File: config.mk
export PLATFORM = sky130hd
export DESIGN_NAME = vga_timing_gen
export DESIGN_NICKNAME = d
export VERILOG_FILES = /design/src/rtl/vga_timing_gen.sv
export SDC_FILE = /design/constraint.sdc
export NUM_CORES = 1
export LEC_CHECK = 0
export ABC_AREA = 1
export ABC_CLOCK_PERIOD_IN_PS = 3360
export CORE_ASPECT_RATIO = 0.75
export CORE_MARGIN = 2
export CORE_UTILIZATION = 40
export CTS_BUF_LIST = sky130_fd_sc_hd__clkbuf_16
export CTS_CLUSTER_SIZE = 24
export DETAILED_ROUTE_END_ITERATION = 10
export MAX_ROUTING_LAYER = met4
export PLACE_DENSITY_LB_ADDON = 0.1
export SLEW_MARGIN = 10
export SYNTH_ARGS = -nofsm -noshare
export SYNTH_HDL_FRONTEND = slang
export SYNTH_SLANG_ARGS = --single-unit
File: constraint.sdc
create_clock -name clk -period 3.36 [get_ports clk]
set_input_delay 0.672 -clock clk [delete_from_list [all_inputs] [get_ports clk]]
set_output_delay 0.672 -clock clk [all_outputs]
set_load 0.005 [all_outputs]
File: src/rtl/vga_timing_gen.sv
// Parametrised VGA raster timing generator: pixel-rate divider, h/v counters,
// and a registered decode of sync, active-video, coordinates and line/frame strobes.
`timescale 1ns/1ps
module vga_timing_gen #(
  parameter int CLK_DIV  = 4,
  parameter int H_ACTIVE = 640,
  parameter int H_FP     = 16,
  parameter int H_SYNC   = 96,
  parameter int H_BP     = 48,
  parameter int V_ACTIVE = 480,
  parameter int V_FP     = 10,
  parameter int V_SYNC   = 2,
  parameter int V_BP     = 33,
  parameter bit HS_POL   = 1'b0,
  parameter bit VS_POL   = 1'b0,
  parameter int CW       = 10
) (
  input  logic          clk,
  input  logic          reset_n,
  input  logic          en,
  output logic          pix_tick,
  output logic          hs,
  output logic          vs,
  output logic          active,
  output logic [CW-1:0] x,
  output logic [CW-1:0] y,
  output logic          line_start,
  output logic          frame_start
);

  localparam int H_TOTAL = H_ACTIVE + H_FP + H_SYNC + H_BP;
  localparam int V_TOTAL = V_ACTIVE + V_FP + V_SYNC + V_BP;
  localparam int DW      = (CLK_DIV > 1) ? $clog2(CLK_DIV) : 1;

  localparam logic [DW-1:0] DIV_LAST = DW'(CLK_DIV - 1);
  localparam logic [CW-1:0] H_LAST   = CW'(H_TOTAL - 1);
  localparam logic [CW-1:0] V_LAST   = CW'(V_TOTAL - 1);
  localparam logic [CW-1:0] H_ACT    = CW'(H_ACTIVE);
  localparam logic [CW-1:0] V_ACT    = CW'(V_ACTIVE);
  localparam logic [CW-1:0] HS_BEG   = CW'(H_ACTIVE + H_FP);
  localparam logic [CW-1:0] HS_END   = CW'(H_ACTIVE + H_FP + H_SYNC);
  localparam logic [CW-1:0] VS_BEG   = CW'(V_ACTIVE + V_FP);
  localparam logic [CW-1:0] VS_END   = CW'(V_ACTIVE + V_FP + V_SYNC);

  generate
    if ((2 ** CW) <= H_TOTAL || (2 ** CW) <= V_TOTAL) begin : g_cw_check
      $error("vga_timing_gen: CW too narrow for H_TOTAL/V_TOTAL");
    end
    if (CLK_DIV < 1) begin : g_div_check
      $error("vga_timing_gen: CLK_DIV must be >= 1");
    end
  endgenerate

  logic [DW-1:0] div;
  logic [CW-1:0] h_cnt;
  logic [CW-1:0] v_cnt;
  logic          evt;
  logic          hs_d, vs_d, act_d, ls_d, fs_d;

  assign pix_tick = en && (div == DIV_LAST);

  // Stage p0: divider and raster counters; evt marks a freshly changed position
  always_ff @(posedge clk or negedge reset_n) begin
    if (!reset_n) begin
      div   <= '0;
      h_cnt <= '0;
      v_cnt <= '0;
      evt   <= 1'b1;
    end else if (en) begin
      evt <= pix_tick;
      if (pix_tick) begin
        div <= '0;
        if (h_cnt == H_LAST) begin
          h_cnt <= '0;
          v_cnt <= (v_cnt == V_LAST) ? '0 : v_cnt + 1'b1;
        end else begin
          h_cnt <= h_cnt + 1'b1;
        end
      end else begin
        div <= div + 1'b1;
      end
    end
  end

  always_comb begin
    hs_d  = (h_cnt >= HS_BEG) && (h_cnt < HS_END);
    vs_d  = (v_cnt >= VS_BEG) && (v_cnt < VS_END);
    act_d = (h_cnt < H_ACT) && (v_cnt < V_ACT);
    ls_d  = evt && (h_cnt == '0);
    fs_d  = evt && (h_cnt == '0) && (v_cnt == '0);
  end

  // Stage p1: registered decode; strobes only fire once per new position
  always_ff @(posedge clk or negedge reset_n) begin
    if (!reset_n) begin
      hs          <= ~HS_POL;
      vs          <= ~VS_POL;
      active      <= 1'b0;
      x           <= '0;
      y           <= '0;
      line_start  <= 1'b0;
      frame_start <= 1'b0;
    end else if (en) begin
      hs          <= hs_d ? HS_POL : ~HS_POL;
      vs          <= vs_d ? VS_POL : ~VS_POL;
      active      <= act_d;
      x           <= act_d ? h_cnt : '0;
      y           <= act_d ? v_cnt : '0;
      line_start  <= ls_d;
      frame_start <= fs_d;
    end else begin
      line_start  <= 1'b0;
      frame_start <= 1'b0;
    end
  end

endmodule

# ---- Word-level counts from Yosys, hierarchy flattened
# Cells that the tools add are included.
dict set report totals {
  wordCells 42
  output_inout_bits 26
  regBits 48
}
dict set report op_classes {
  add_sub_neg 3
  n_reduce_logical 10
  order_cmp 6
  n_eq_ne 3
  mux 9
}
# op n
set ops {}
lappend ops {{two-way mux 10 bit} 4}
lappend ops {{adder 10 x 1 -> 10 bit, second input constant} 2}
lappend ops {{equality test 10 bit, second input constant} 2}
lappend ops {{zero test 10 bit} 2}
lappend ops {{< comparator 10 bit, second input constant} 2}
lappend ops {{< comparator 10 x 9 -> 1 bit, second input constant} 2}
lappend ops {{>= comparator 10 bit, second input constant} 1}
lappend ops {{>= comparator 10 x 9 -> 1 bit, second input constant} 1}
lappend ops {{logical AND 1 bit} 6}
lappend ops {{two-way mux 1 bit} 4}
lappend ops {{AND reduction 3 bit} 1}
lappend ops {{adder 2 x 1 -> 2 bit, second input constant} 1}
lappend ops {{equality test 2 bit, second input constant} 1}
lappend ops {{two-way mux 2 bit} 1}
lappend ops {{AND reduction 2 bit} 1}

# ---- Longest topological paths before layout
# Gate-level depths: netlist of the first run.
dict set report logic_depth {
  depth_word 4
  depth_mapped 8
  mapped_depth_nobuf 8
}

# ---- Worst setup path after synthesis of the first run
# OpenSTA, ideal clock, no wires.
dict set report synth_timing {
  path_type {input port to output port}
  startpoint {in en}
  endpoint {out pix_tick}
  path_slack_ns 1.721
  stages 2
  t_arrival_ns 0.967
  t_required_ns 2.688
  n_path_buf 0
  cell_sequence {nand2_2 -> clkinv_1}
}
dict set report synth_via {
  elab_chain_cells 1
}
# item line_no
set synth_lines {}
lappend synth_lines {{from (decl)} 20} ;# input logic en,
lappend synth_lines {{logical AND 1 bit} 60} ;# assign pix_tick = en && (div == DIV_LAST);
lappend synth_lines {{to (decl)} 21} ;# output logic pix_tick,
# No other way between the ends.

# ---- Final worst setup path of the first run
# Same ends and word-level chain as after synthesis.

==> flow_metrics.env, run 1 <==
export IMPL_fmaxAchievable_mhz=352
export IMPL_tightest_slew_ns=0.574
export IMPL_p_switching_uw=511
export IMPL_overflow=0
export IMPL_cts_hold_buffers_added=0
export IMPL_yosysUniqueCellTypes=27
export IMPL_wl_mm=5.16
export IMPL_endpoint="pix_tick"
export IMPL_setup_worst_path_start="en"
export IMPL_finalPower_mw=1.61
export IMPL_ys_seq_area_share_pct=51.2
export IMPL_critPathKind="in -> out"
export IMPL_r2r_cells=8
export IMPL_clkPwrFrac_pct=30.0
export IMPL_portBuffers=28
export IMPL_fp_dieW_um=92.6
export IMPL_cts_tree="done"
export IMPL_setup_violations=0
export IMPL_synth_edff_count=0
export IMPL_synth_area_leaders="dfrtp_1 (48%), nand2_1 (12%), inv_1 (5.3%)"
export IMPL_cts_root_buffer="clkbuf_16"
export IMPL_fill_cells=571
export IMPL_synth_area_mm2=0.00235
export IMPL_r2r_end="v_cnt[5]$_DFFE_PN0P_"
export IMPL_p_seq_share_pct=47.9
export IMPL_pwr_share_comb_pct=22.1
export IMPL_netlist_top_cell_by_area="dfrtp_1"
export IMPL_hpwl_mm=3.77
export IMPL_synth_top_area_share_pct=47.8
export IMPL_num_rows=24
export IMPL_min_period_ns=2.84
export IMPL_p_leak_nw=1.30
export IMPL_ios=29
export IMPL_die_h_um=70.4
export IMPL_post_drt_wl_per_cell_um=13.1
export IMPL_synth_nets=297
export IMPL_r2r_start="div[0]$_DFFE_PN0P_"
export IMPL_drt_iter0_drc=140
export IMPL_area_delta_synth_final_pct=20.0
export IMPL_startpoint_type="input port"
export IMPL_min_path_type="in -> async"
export IMPL_vdd_drop_max_mv=0.249
export IMPL_clk_pin_slew_ns=0.07
export IMPL_slew_headroom_pct=61.8
export IMPL_path_max_fanout=10
export IMPL_p_per_area_mw_per_mm2=570
export IMPL_num_antenna_cells=0
export IMPL_outcome="finished clean"
export IMPL_drc=0
export IMPL_switching_share_pct=31.8
export IMPL_grt_pass1_wl_mm=8.79
export IMPL_htree_num_levels=2
export IMPL_ys_flop_type="dfrtp_1"
export IMPL_avgSynthCellArea_um2=8.18
export IMPL_cts_resized=0
export IMPL_skew_ns=0.00727
export IMPL_routed_via_density=4.82
export IMPL_ys_warn_count=0
export IMPL_clock_sinks=48
export IMPL_antenna_found_initial=0
export IMPL_ys_ff_latch=48
export IMPL_tns_ns=0
export IMPL_nets=325
export IMPL_worst_endpoint_arrival_ns=2.17
export IMPL_synth_cells=288
export IMPL_grt_max_degree=27
export IMPL_rsz0062_at_grt="false"
export IMPL_start_util_pct=41.1
export IMPL_async_reset_ff_share_pct=100
export IMPL_core_area_mm2=0.00574
export IMPL_final_antenna_net_count=0
export IMPL_gp_congestion=0.855
export IMPL_drive_gt1_share_pct=7.28
export IMPL_cts_setup_buffers=0
export IMPL_r2r_slack_ns=1.50
export IMPL_dieArea_mm2=0.00652
export IMPL_first_pass_iters=5
export IMPL_grt_pass1_vias=1772
export IMPL_cts_path_max_buffers=2
export IMPL_final_common_cell="nand2_1"
export IMPL_via_count=1901
export IMPL_min_period_over_period_pct=84.6
export IMPL_insertion_delay_ns=0.29
export IMPL_fin_util_pct=49.3
export IMPL_required_ns=2.69
export IMPL_max_cap_violations=0
export IMPL_cp_end_kind="primary output"
export IMPL_internal_power_mw=1.10
export IMPL_hold_viol=0
export IMPL_cts_made_buffers=5
export IMPL_drv_slew=0
export IMPL_grtUsageTotal_pct=17.8
export IMPL_most_common_layout_cells="nand2_1 (74), dfrtp_1 (45), inv_1 (33)"
## registers in the layout, summed over array words and instances, names as in the netlist
name,count
v_cnt,10
h_cnt,10
line_start,1
x,10
evt,1
frame_start,1
active,1
y,10
vs,1
div,2
hs,1
## power groups by stage
stage | logic (mW) | clock network, mW | registers (mW)
finish | 0.355 | 0.483 | 0.771
global route | 0.410 | 0.518 | 0.786
CTS | 0.358 | 0.495 | 0.769
detailed placement | 0.358 | 0 | 0.778
global placement | 0.352 | 0 | 0.777
floorplan | 0.229 | 0 | 0.747
## worst max-delay path: stages
cell             delay (ns)
clkdlybuf4s50_1        0.61
nand2_2                0.20
clkinv_1               0.17
clkdlybuf4s50_1        0.52
## worst min path at each step
stage	start	endpoint	slack (ns)	cells after the start
after detailed placement	y[1]$_DFFE_PN0P_	y[1]$_DFFE_PN0P_	0.47	2
after global placement	y[0]$_DFFE_PN0P_	y[0]$_DFFE_PN0P_	0.47	2
after CTS	reset_n	frame_start$_DFF_PN0_	0.41	1
final	reset_n	frame_start$_DFF_PN0_	0.38	1
after global routing	reset_n	frame_start$_DFF_PN0_	0.42	1
after floorplan	reset_n	active$_DFFE_PN0P_	0.38	0
## kinds of logic (layout without fill, tap and decap cells)
kind of cell | count (synthesis) | after routing | share of synthesized area (%)
DFF | 48 | 48 | 51.2
buffers and inverters | 43 | 71 | 7.60
AOI/OAI and AO/OA | 38 | 38 | 9.35
and+or+nand+nor | 149 | 149 | 27.2
adders and majority gates | 6 | 6 | 3.19
xor gates and xnor gates | 4 | 4 | 1.49
## metrics by stage
stage / hold slack, ns / cell area (um2) / cells / setup WS [ns]
2_1_floorplan: 0.376 / 2350 / 288 / 1.72
3_3_place_gp: 0.466 / 2690 / 387 / 0.565
3_5_place_dp: 0.474 / 2690 / 387 / 0.528
4_1_cts: 0.408 / 2830 / 394 / 0.519
5_1_grt: 0.423 / 2830 / 394 / 0.407
6_report: 0.375 / 2830 / 394 / 0.519
## final cells by class
| type | count | area (um2) | area share (%) |
|---|---|---|---|
| clock buffer | 5 | 125 | 4.43 |
| clock inverter | 2 | 12.5 | 0.443 |
| inverter | 35 | 131 | 4.65 |
| multi-input combinational | 197 | 971 | 34.4 |
| sequential | 48 | 1200 | 42.6 |
| tap | 78 | 97.6 | 3.45 |
| timing repair buffer | 29 | 283 | 10.0 |
## per-layer routing
metal / vias to the layer above / track usage (%) / wire (um)
met5: - / - / 0
li1: 983 / - / -
met4: 0 / 4.98 / 44
met1: 872 / 29.4 / 3010
met3: 5 / 3.45 / 228
met2: 41 / 21.5 / 1880
## synth_stat cells, types with 3 or more instances
master    number
clkbuf_1       4
nand3_1       24
nor2_1        27
nand4_1        6
o21ai_0       17
inv_1         33
o21ai_1       10
dfrtp_1       45
xor2_1         4
nand2_1       74
nor3_1        11
dfstp_2        3
a21oi_2        5
ha_1           6
(Power assumes the default switching activity.)
==> run 2: changes to the inputs <==
Settings changed: ABC_CLOCK_PERIOD_IN_PS 3360 to 2300.
Clock period 3.36 ns to 2.3 ns, I/O delays scaled along.
==> run 2 against run 1 <==
  * Sequential power increased by 47%
  * First-iteration DRC count up 18%
  * Die area stayed put
  * Largest cell class unchanged
  * Highest routed layer unchanged
==> flow_metrics.env, run 2 (synthesized netlist as in run 1, its figures left out) <==
export IMPL_outcome="finished clean"
export IMPL_post_drt_wl_per_cell_um=13.6
export IMPL_min_path_type="in -> async"
export IMPL_cts_root_buffer="clkbuf_16"
export IMPL_final_common_cell="nand2_1"
export IMPL_overflow=0
export IMPL_p_per_area_mw_per_mm2=852
export IMPL_drc=0
export IMPL_drt_iter0_drc=165
export IMPL_cts_resized=0
export IMPL_setup_slack_ns=0.275
export IMPL_finalPower_mw=2.49
export IMPL_nets=332
export IMPL_drive_gt1_share_pct=9.26
export IMPL_most_common_layout_cells="nand2_1 (74), dfrtp_1 (45), inv_1 (33)"
export IMPL_vdd_drop_max_mv=0.398
export IMPL_portBuffers=28
export IMPL_core_area_mm2=0.00574
export IMPL_slowest_stage="clkdlybuf4s50_1"
export IMPL_cts_tree="done"
export IMPL_slew_headroom_pct=64.1
export IMPL_clk_pin_slew_ns=0.07
export IMPL_start_util_pct=41.1
export IMPL_grt_pass1_wl_mm=9.21
export IMPL_worst_endpoint_arrival_ns=1.56
export IMPL_wl_mm=5.48
export IMPL_htree_num_levels=2
export IMPL_min_period_over_period_pct=88.0
export IMPL_num_antenna_cells=0
export IMPL_fill_cells=538
export IMPL_grt_max_degree=29
export IMPL_dp_slack_ns=0.223
export IMPL_antenna_found_initial=0
export IMPL_final_antenna_net_count=0
export IMPL_drv_slew=0
export IMPL_routed_via_density=4.90
export IMPL_cpMostUsedCell="clkdlybuf4s50_1"
export IMPL_startpoint_type="input port"
export IMPL_cts_setup_buffers=0
export IMPL_insertion_delay_ns=0.29
export IMPL_cts_path_max_buffers=2
export IMPL_setup_violations=0
export IMPL_area_delta_synth_final_pct=24.0
export IMPL_grtUsageTotal_pct=18.7
export IMPL_cts_hold_buffers_added=0
export IMPL_ios=29
export IMPL_rsz0062_at_grt="false"
export IMPL_fin_util_pct=50.9
export IMPL_via_count=1970
export IMPL_skew_ns=0.00816
export IMPL_cp_end_kind="primary output"
export IMPL_critPathKind="in -> out"
export IMPL_min_period_ns=2.02
export IMPL_fmaxAchievable_mhz=494
export IMPL_grt_pass1_vias=1814
export IMPL_tightest_slew_ns=0.538
export IMPL_clock_sinks=48
export IMPL_p_leak_nw=1.36
export IMPL_crit_chain="clkdlybuf4s50_1 > nand2_2 > clkinv_1 > clkdlybuf4s50_1"
export IMPL_first_pass_iters=4
export IMPL_gp_congestion=0.845
export IMPL_max_cap_violations=0
export IMPL_tns_ns=0
export IMPL_cts_made_buffers=5
export IMPL_dieArea_mm2=0.00652
export IMPL_num_rows=24
export IMPL_hpwl_mm=4.12
export IMPL_hold_viol=0
export IMPL_fp_dieW_um=92.6
export IMPL_path_max_fanout=2
export IMPL_die_h_um=70.4
export IMPL_required_ns=1.84
export IMPL_cp_slowest_stage_delay_ns=0.49
[run 2: worst max-delay path: cells and delay by family]
kind          cells  cell delay (ns)
buf+inv           3             1.04
simple gates      1             0.06
[run 2: report_power, final]
part / switching, mW / leakage, nW / internal, mW
combinational: 0.296 / 0.677 / 0.238
clock: 0.314 / 0.0814 / 0.511
sequential: 0.143 / 0.598 / 0.986
[run 2: worst paths after layout]
check,startpoint,endpoint,slack [ns],depth (start not counted)
max,en,pix_tick,0.28,4
min,reset_n,line_start$_DFF_PN0_,0.15,1
max reg2reg,div[0]$_DFFE_PN0P_,v_cnt[2]$_DFFE_PN0P_,0.69,10
min reg2reg,y[5]$_DFFE_PN0P_,y[5]$_DFFE_PN0P_,0.48,2
max in group asynchronous,reset_n,hs$_DFFE_PN1P_,1.54,2
min in group clk,y[5]$_DFFE_PN0P_,y[5]$_DFFE_PN0P_,0.48,2
[run 2: layer usage]
| layer | global-route usage (%) | vias to the layer above | routed length (um) |
|---|---|---|---|
| met1 | 29.7 | 911 | 2990 |
| met4 | 5.31 | 0 | 46 |
| met5 | - | - | 0 |
| met3 | 4.10 | 4 | 294 |
| li1 | - | 995 | - |
| met2 | 23.4 | 60 | 2150 |
[run 2: layout make-up]
| type | instances | area [um2] | area share [%] |
|---|---|---|---|
| clock buffer | 5 | 125 | 4.28 |
| clock inverter | 3 | 42.5 | 1.46 |
| inverter | 35 | 131 | 4.50 |
| multi-input combinational | 197 | 971 | 33.2 |
| sequential | 48 | 1200 | 41.3 |
| tap | 78 | 97.6 | 3.34 |
| timing repair buffer | 36 | 348 | 11.9 |
[run 2: per-stage QoR]
| stage | hold WS, ns | cells | instance area (um2) |
|---|---|---|---|
| after floorplan | 0.164 | 288 | 2350 |
| after global placement | 0.466 | 394 | 2750 |
| after detailed placement | 0.470 | 394 | 2750 |
| after CTS | 0.168 | 402 | 2920 |
| after global routing | 0.189 | 402 | 2920 |
| final | 0.150 | 402 | 2920 |
